<file path="src/rtl/sim_ctrl_pkg.sv">
// Shared types and helpers for the simulation run controller.
// Holds the run-state encoding and the hold-counter sizing function.
package sim_ctrl_pkg;

    typedef enum logic [1:0] {
        HOLD = 2'd0,
        RUN  = 2'd1,
        DONE = 2'd2
    } run_state_t;

    // Wide enough to hold the value RESET_CYCLES itself, so terminal count never aliases.
    function automatic int unsigned hold_cnt_w(input int unsigned reset_cycles);
        return $clog2(reset_cycles + 1);
    endfunction

endpackage

</file>
<file path="src/rtl/sim_hold_counter.sv">
// Up-counter with synchronous clear, parallel load and a terminal-count flag.
// Used to time how long the DUT reset is held after the harness reset drops.
module sim_hold_counter #(
    parameter int unsigned W    = 2,
    parameter int unsigned TERM = 1
) (
    input  logic         clk,
    input  logic         clear,
    input  logic         load,
    input  logic [W-1:0] load_val,
    input  logic         en,
    output logic         tc
);

    logic [W-1:0] count;

    // NOTE: state updates use <= so every register samples pre-edge values.
    always_ff @(posedge clk) begin
        if (clear) begin
            count <= '0;
        end else if (load) begin
            count <= load_val;
        end else if (en) begin
            count <= count + W'(1);
        end
    end

    assign tc = (count == W'(TERM));

endmodule

</file>
<file path="src/rtl/sim_run_ctrl.sv">
// Run controller for simulation harnesses: DUT reset sequencing, pausable cycle
// counter, bounded dump window, finish pulse and power-of-two enable strobes.
module sim_run_ctrl
    import sim_ctrl_pkg::*;
#(
    parameter int unsigned      CNT_W        = 32,
    parameter int unsigned      RESET_CYCLES = 2,
    parameter logic [CNT_W-1:0] MAX_CYCLES   = '0,
    parameter logic [CNT_W-1:0] DUMP_START   = '0,
    parameter logic [CNT_W-1:0] DUMP_STOP    = '1,
    parameter int unsigned      N_GATES      = 4
) (
    input  logic               CLK,
    input  logic               RST,
    input  logic               pause,
    input  logic               trace_en,
    input  logic               dump_req,
    output logic               dut_rst_n,
    output logic [CNT_W-1:0]   cycle,
    output logic               cycle_tick,
    output logic               dump_on,
    output logic               finish,
    output logic               wrap,
    output logic [N_GATES-1:0] gate
);

    localparam int unsigned      HOLD_W    = hold_cnt_w(RESET_CYCLES);
    localparam logic             WIN_VALID = (DUMP_STOP > DUMP_START);
    localparam logic [CNT_W-1:0] WIN_LEN   = DUMP_STOP - DUMP_START;

    run_state_t       state;
    logic             hold_done;
    logic [CNT_W-1:0] cycle_nxt;

    sim_hold_counter #(
        .W    (HOLD_W),
        .TERM (RESET_CYCLES - 1)
    ) u_hold (
        .clk      (CLK),
        .clear    (RST),
        .load     (1'b0),
        .load_val ('0),
        .en       (state == HOLD),
        .tc       (hold_done)
    );

    assign cycle_nxt = cycle + CNT_W'(1);

    always_ff @(posedge CLK) begin
        if (RST) begin
            state      <= HOLD;
            dut_rst_n  <= 1'b0;
            cycle      <= '0;
            cycle_tick <= 1'b0;
            finish     <= 1'b0;
            wrap       <= 1'b0;
        end else begin
            cycle_tick <= 1'b0;
            finish     <= 1'b0;
            wrap       <= 1'b0;
            case (state)
                HOLD: begin
                    if (hold_done) begin
                        state     <= RUN;
                        dut_rst_n <= 1'b1;
                    end
                end
                RUN: begin
                    if (!pause) begin
                        cycle      <= cycle_nxt;
                        cycle_tick <= trace_en;
                        // Reaching the limit beats overflow, so an all-ones limit never wraps.
                        if ((MAX_CYCLES != '0) && (cycle_nxt == MAX_CYCLES)) begin
                            state  <= DONE;
                            finish <= 1'b1;
                        end else begin
                            wrap <= (cycle == '1);
                        end
                    end
                end
                DONE: begin
                    state <= DONE;
                end
                default: begin
                    state <= HOLD;
                end
            endcase
        end
    end

    // Modular distance from the window start handles a window touching either end of the range.
    assign dump_on = WIN_VALID && (state != HOLD) && dump_req &&
                     ((cycle - DUMP_START) < WIN_LEN);

    for (genvar i = 0; i < N_GATES; i++) begin : g_gate
        if (i == 0) begin : g_first
            assign gate[i] = (state == RUN);
        end else begin : g_rest
            assign gate[i] = (state == RUN) && (cycle[i-1:0] == '0);
        end
    end

endmodule
</file>
<file path="config.mk">
export PLATFORM = sky130hd
export DESIGN_NAME = sim_run_ctrl
export DESIGN_NICKNAME = d
export VERILOG_FILES = /design/src/rtl/sim_ctrl_pkg.sv /design/src/rtl/sim_hold_counter.sv /design/src/rtl/sim_run_ctrl.sv
export SDC_FILE = /design/constraint.sdc
export NUM_CORES = 1
export LEC_CHECK = 0
export BUFFER_PORTS_ARGS = -buffer_cell sky130_fd_sc_hd__buf_2
export CORE_MARGIN = 1.5
export CORE_UTILIZATION = 45
export DETAILED_ROUTE_END_ITERATION = 7
export PLACE_DENSITY = 0.66
export SYNTH_ARGS = -nofsm -noshare
export SYNTH_HDL_FRONTEND = slang
export SYNTH_HIERARCHICAL = 1
export SYNTH_SLANG_ARGS = --single-unit
</file>
<file path="constraint.sdc">
create_clock -name CLK -period 2.32 [get_ports CLK]
set_clock_uncertainty 0.05 [all_clocks]
set_input_delay 0.464 -clock CLK [delete_from_list [all_inputs] [get_ports CLK]]
set_output_delay 0.464 -clock CLK [all_outputs]
set_load 0.05 [all_outputs]
</file>
# Word level (Yosys, flattened, before mapping)
# Index checks and enable logic that the tools add are counted.
# word_totals
regBits,39
out_inout_bits,41
elab_cells,32
input_bits,5
# op_classes
add_sub_neg,2
magnitude_cmp,1
muxes,2
reduce_logical,13
bitwise_logic,3
n_eq_ne,5
# ops
cell,count
$add A32 B1 Y32 const B,1
$eq A32 B32 Y1 const B,1
$lt A32 B32 Y1 const B,1
$pmux W2 S3,1
$reduce_and A2 Y1,3
$logic_and A1 B1 Y1,5
$eq A2 B1 Y1 const B,2
$logic_not A2 Y1,2
$logic_not A3 Y1,1
$not A1 Y1,3
$reduce_or A3 Y1,1
$add A2 B1 Y2 const B,1
$eq A2 B2 Y1 const B,1
$mux W2,1
$ne A2 B2 Y1 const B,1
$reduce_bool A2 Y1,1

# Logic depth before layout (Yosys ltp)
# depth
ltp_word,3
depth_mapped,7
ltp_nobuf,5

# Modules after synthesis
# Netlist, hierarchy kept.
# modules_own_cells
module,area_each_um2,seq_area_each_um2,instances,cells_each
sim_run_ctrl,1805.5,740.7,1,208
sim_hold_counter,122.6,40.0,1,12

# Worst setup path after synthesis
# OpenSTA, ideal clock, no wires.
# synth_path
path_kind,register to output
from,register state[0]
to,output port gate[3]
n_path_buf,0
setup_slack_ns,-0.673
required_ns,1.806
path_stages_with_launch,4
t_arrival_ns,2.479
path_cell_list,dfxtp_1 -> nor2b_1 -> and2_1 -> nor2b_1
# synth_between
elab_chain_cells,2
# synth_lines
element,line_no,source
"start, declared",sim_run_ctrl.sv:31,run_state_t state;
"start signal, assigned",sim_run_ctrl.sv:51,state <= HOLD;
"start signal, assigned",sim_run_ctrl.sv:64,state <= RUN;
"start signal, assigned",sim_run_ctrl.sv:74,state <= DONE;
$eq A2 B1 Y1,n/a,
named net gate[0],sim_run_ctrl.sv:24,output logic [N_GATES-1:0] gate
$logic_and A1 B1 Y1,sim_run_ctrl.sv:99,assign gate[i] = (state == RUN) && (cycle[i-1:0] == '0);
"end, declared",sim_run_ctrl.sv:24,
# The timed path passes the listed nets, and every way through them passes these cells.

# Worst setup path in the final report
# layout_path
from,register cycle[4]
to,output port dump_on
# layout_between
elab_chain_cells,2
# layout_lines
element,line_no,source
"start, declared",sim_run_ctrl.sv:19,"output logic [CNT_W-1:0] cycle,"
"start signal, assigned",sim_run_ctrl.sv:70,cycle <= cycle_nxt;
$lt A32 B32 Y1,sim_run_ctrl.sv:93,((cycle - DUMP_START) < WIN_LEN);
$logic_and A1 B1 Y1,sim_run_ctrl.sv:92,assign dump_on = WIN_VALID && (state != HOLD) && dump_req &&
"end, declared",sim_run_ctrl.sv:21,"output logic dump_on,"
# Every way passes these cells.

==> impl_metrics.env <==
export IMPL_seq_area_frac_synth_pct=40.5
export IMPL_switching_share_pct=26.0
export IMPL_seqCellArea_um2=798
export IMPL_root_buffer="clkbuf_8"
export IMPL_setup_viol=0
export IMPL_synth_distinct_cells=37
export IMPL_synthesis_area_um2=1930
export IMPL_clockBufferDepth=2
export IMPL_gp_congestion=0.763
export IMPL_p_int_mw=0.955
export IMPL_seqPwrFrac_pct=53.2
export IMPL_finalMaxSlewViolations=0
export IMPL_finalPower_mw=1.29
export IMPL_reg2reg_depth=5
export IMPL_viasPerCell=5.38
export IMPL_rsz0062_at_grt="false"
export IMPL_fillers=390
export IMPL_switchingPower_mw=0.335
export IMPL_worstPathArrival_ps=1720
export IMPL_hold_depth=2
export IMPL_holdBufCountCts=0
export IMPL_place_inst=317
export IMPL_ys_ff_latch=39
export IMPL_post_route_period_util_pct=96.4
export IMPL_utilization_pct=59.0
export IMPL_grt_usage_pct=19.9
export IMPL_clock_latency_ps=290
export IMPL_layout_drive_gt1_share_pct=35.0
export IMPL_drt_iter0_drc=70
export IMPL_dieHeight_um=68.5
export IMPL_die_area_um2=4690
export IMPL_critPathMaxFanout=5
export IMPL_antenna_found_initial=0
export IMPL_outcome="finished, final reports clean"
export IMPL_syn_area_per_cell_um2=8.76
export IMPL_synth_largest_area_cell="dfxtp_1"
export IMPL_fin_crit_ps=2240
export IMPL_diodes=0
export IMPL_syn_inst=220
export IMPL_synthTopCellsByArea="dfxtp_1 40%, a21oi_1 4.9%, o31ai_1 4.3%"
export IMPL_max_slew_worst_pin_slew_ps=514
export IMPL_cts_sinks=39
export IMPL_clk_pin_slew_ps=70
export IMPL_drv_cap=0
export IMPL_ant_nets=0
export IMPL_boundaryPins=46
export IMPL_vias=1743
export IMPL_fmax_mhz=447
export IMPL_timing_final_ws_setup_ps=84.6
export IMPL_r2r_slack_ps=390
export IMPL_fin_setup_tns_ps=0
export IMPL_route_detailed_drc=0
export IMPL_startpoint_type="register"
export IMPL_cts_buffers=5
export IMPL_pwr_share_clk_pct=36.3
export IMPL_final_cell_mix="43 x buf_2, 25 x dfxtp_1, 20 x nor2_1, 19 x a21oi_1, 14 x dfxtp_2"
export IMPL_core_region_area_um2=4060
export IMPL_dp_slack_ps=262
export IMPL_rows=23
export IMPL_irDropWorstVdd_uv=306
export IMPL_routed_wirelength_mm=4.29
export IMPL_wl_per_cell_um=13.2
export IMPL_hold_viol_final=0
export IMPL_grt_overflow=0
export IMPL_die_w_um=68.5
export IMPL_cts_tree="yes"
export IMPL_layout_commonest_cell="buf_2"
export IMPL_grt_max_degree=29
export IMPL_grt_pass1_vias=1524
export IMPL_nNetsFinal=282
export IMPL_whs_ps=363
export IMPL_cp_end_kind="output pin"
export IMPL_io_buffer_count=44
export IMPL_yosysWarnings=6
export IMPL_post_cts_setup_buffer_count=0
export IMPL_required_ps=1810
export IMPL_netlist_area_leader_share_pct=40.5
export IMPL_power_density_nw_per_um2=539
export IMPL_area_growth_pct=24.1
export IMPL_finalInstanceArea_um2=2390
export IMPL_initial_core_util_pct=47.5
export IMPL_dpl_hpwl_mm=3.05
export IMPL_grt_first_pass_wirelength_mm=6.91
export IMPL_p_leak_nw=1.00
export IMPL_dpl_cell_area_um2=2270
export IMPL_drt_first_pass_iters=4
export IMPL_stdcell_count=324
export IMPL_setup_worst_path_class="reg2out"
export IMPL_htreeDepth=2
export IMPL_worst_hold_path_type="in2reg"
export IMPL_max_slew_margin_pct=65.7
export IMPL_multiInputGateArea_um2=1120
export IMPL_comb_power_share_pct=10.4
sequential cells by signal, indices dropped and copies added (netlist names):
name          flops
dut_rst_n         1
wrap              1
state             2
cycle            32
u_hold/count      2
cycle_tick        1
worst max-delay path: stages (launching register included):
cell,delay [ps]
dfxtp_1,400
and3_1,210
nand4_1,190
nor4_4,340
nor3b_4,70
clkbuf_4,220
final cells by class:
class,count,area share (%)
Timing Repair Buffer,54,12.4
Clock inverter,1,0.209
Clock buffer,6,3.45
Multi-Input combinational cell,166,46.7
Tap cell,50,2.62
Sequential cell,39,33.4
Inverter,8,1.26
synth_stat cells:
cell type  count
and2_2         2
nand3_1        8
and4_4         1
o41ai_2        1
xor2_1         8
mux2_2         5
nand2_1       10
nand4_1       10
o31ai_1       11
nor4_1         5
dfxtp_1       39
nor2b_1        8
or3_1          6
nor2_1        20
nor3b_4        1
and3_1         4
nand3b_1       1
o21ai_0        6
buf_4          1
a211oi_2       1
xnor2_1        2
or4_1         11
inv_1          8
buf_1          1
and3b_1        2
and2_1         5
buf_2          2
nor3b_1        2
nor3_1         2
a21oi_1       19
clkbuf_1       7
conb_1         1
nand4_4        1
and4_1         3
nand3_2        1
ha_1           3
buf_6          2
logic make-up after synthesis:
kind of cell | Yosys count | share of synthesized area [%]
AND/OR/NAND/NOR | 103 | 32.4
flip-flops | 39 | 40.5
AO/OA/AOI/OAI | 38 | 12.3
buffers and inverters | 21 | 5.19
XOR/XNOR | 10 | 4.54
multiplexers | 5 | 2.92
adder cells (fa/ha/maj) | 3 | 1.95
other | 1 | 0.194
path summary, 6_finish.rpt:
kind / startpoint / endpoint
worst max register to register: cycle[1]$_SDFFE_PP0P_ / cycle[28]$_SDFFE_PP0P_
worst min register to register: dut_rst_n$_SDFFE_PP0P_ / dut_rst_n$_SDFFE_PP0P_
worst max-delay path: cycle[4]$_SDFFE_PP0P_ / dump_on
worst min-delay path: trace_en / cycle_tick$_SDFF_PP0_
power by group through the flow:
stage                     clock [mW]  sequential (mW)  combinational (mW)
after floorplan                    0            0.713              0.0927
after global placement             0            0.701               0.133
after detailed placement           0            0.702               0.134
after CTS                      0.483            0.686               0.135
after global routing           0.509            0.687               0.145
final                          0.469            0.686               0.134
metal layers:
layer,track usage [%],up-vias,part of all wire [%]
li1,-,891,-
met5,0,-,0
met3,6.25,5,4.2
met2,31.9,33,48
met1,24.9,814,47
met4,7.50,0,1.0
repair_timing:
action                                  CTS  global route
pin swaps                                 1             1
gates resized for setup                   4            12
endpoints found under the setup margin    1             1
Note: power is estimated with default switching activity, not from simulation.
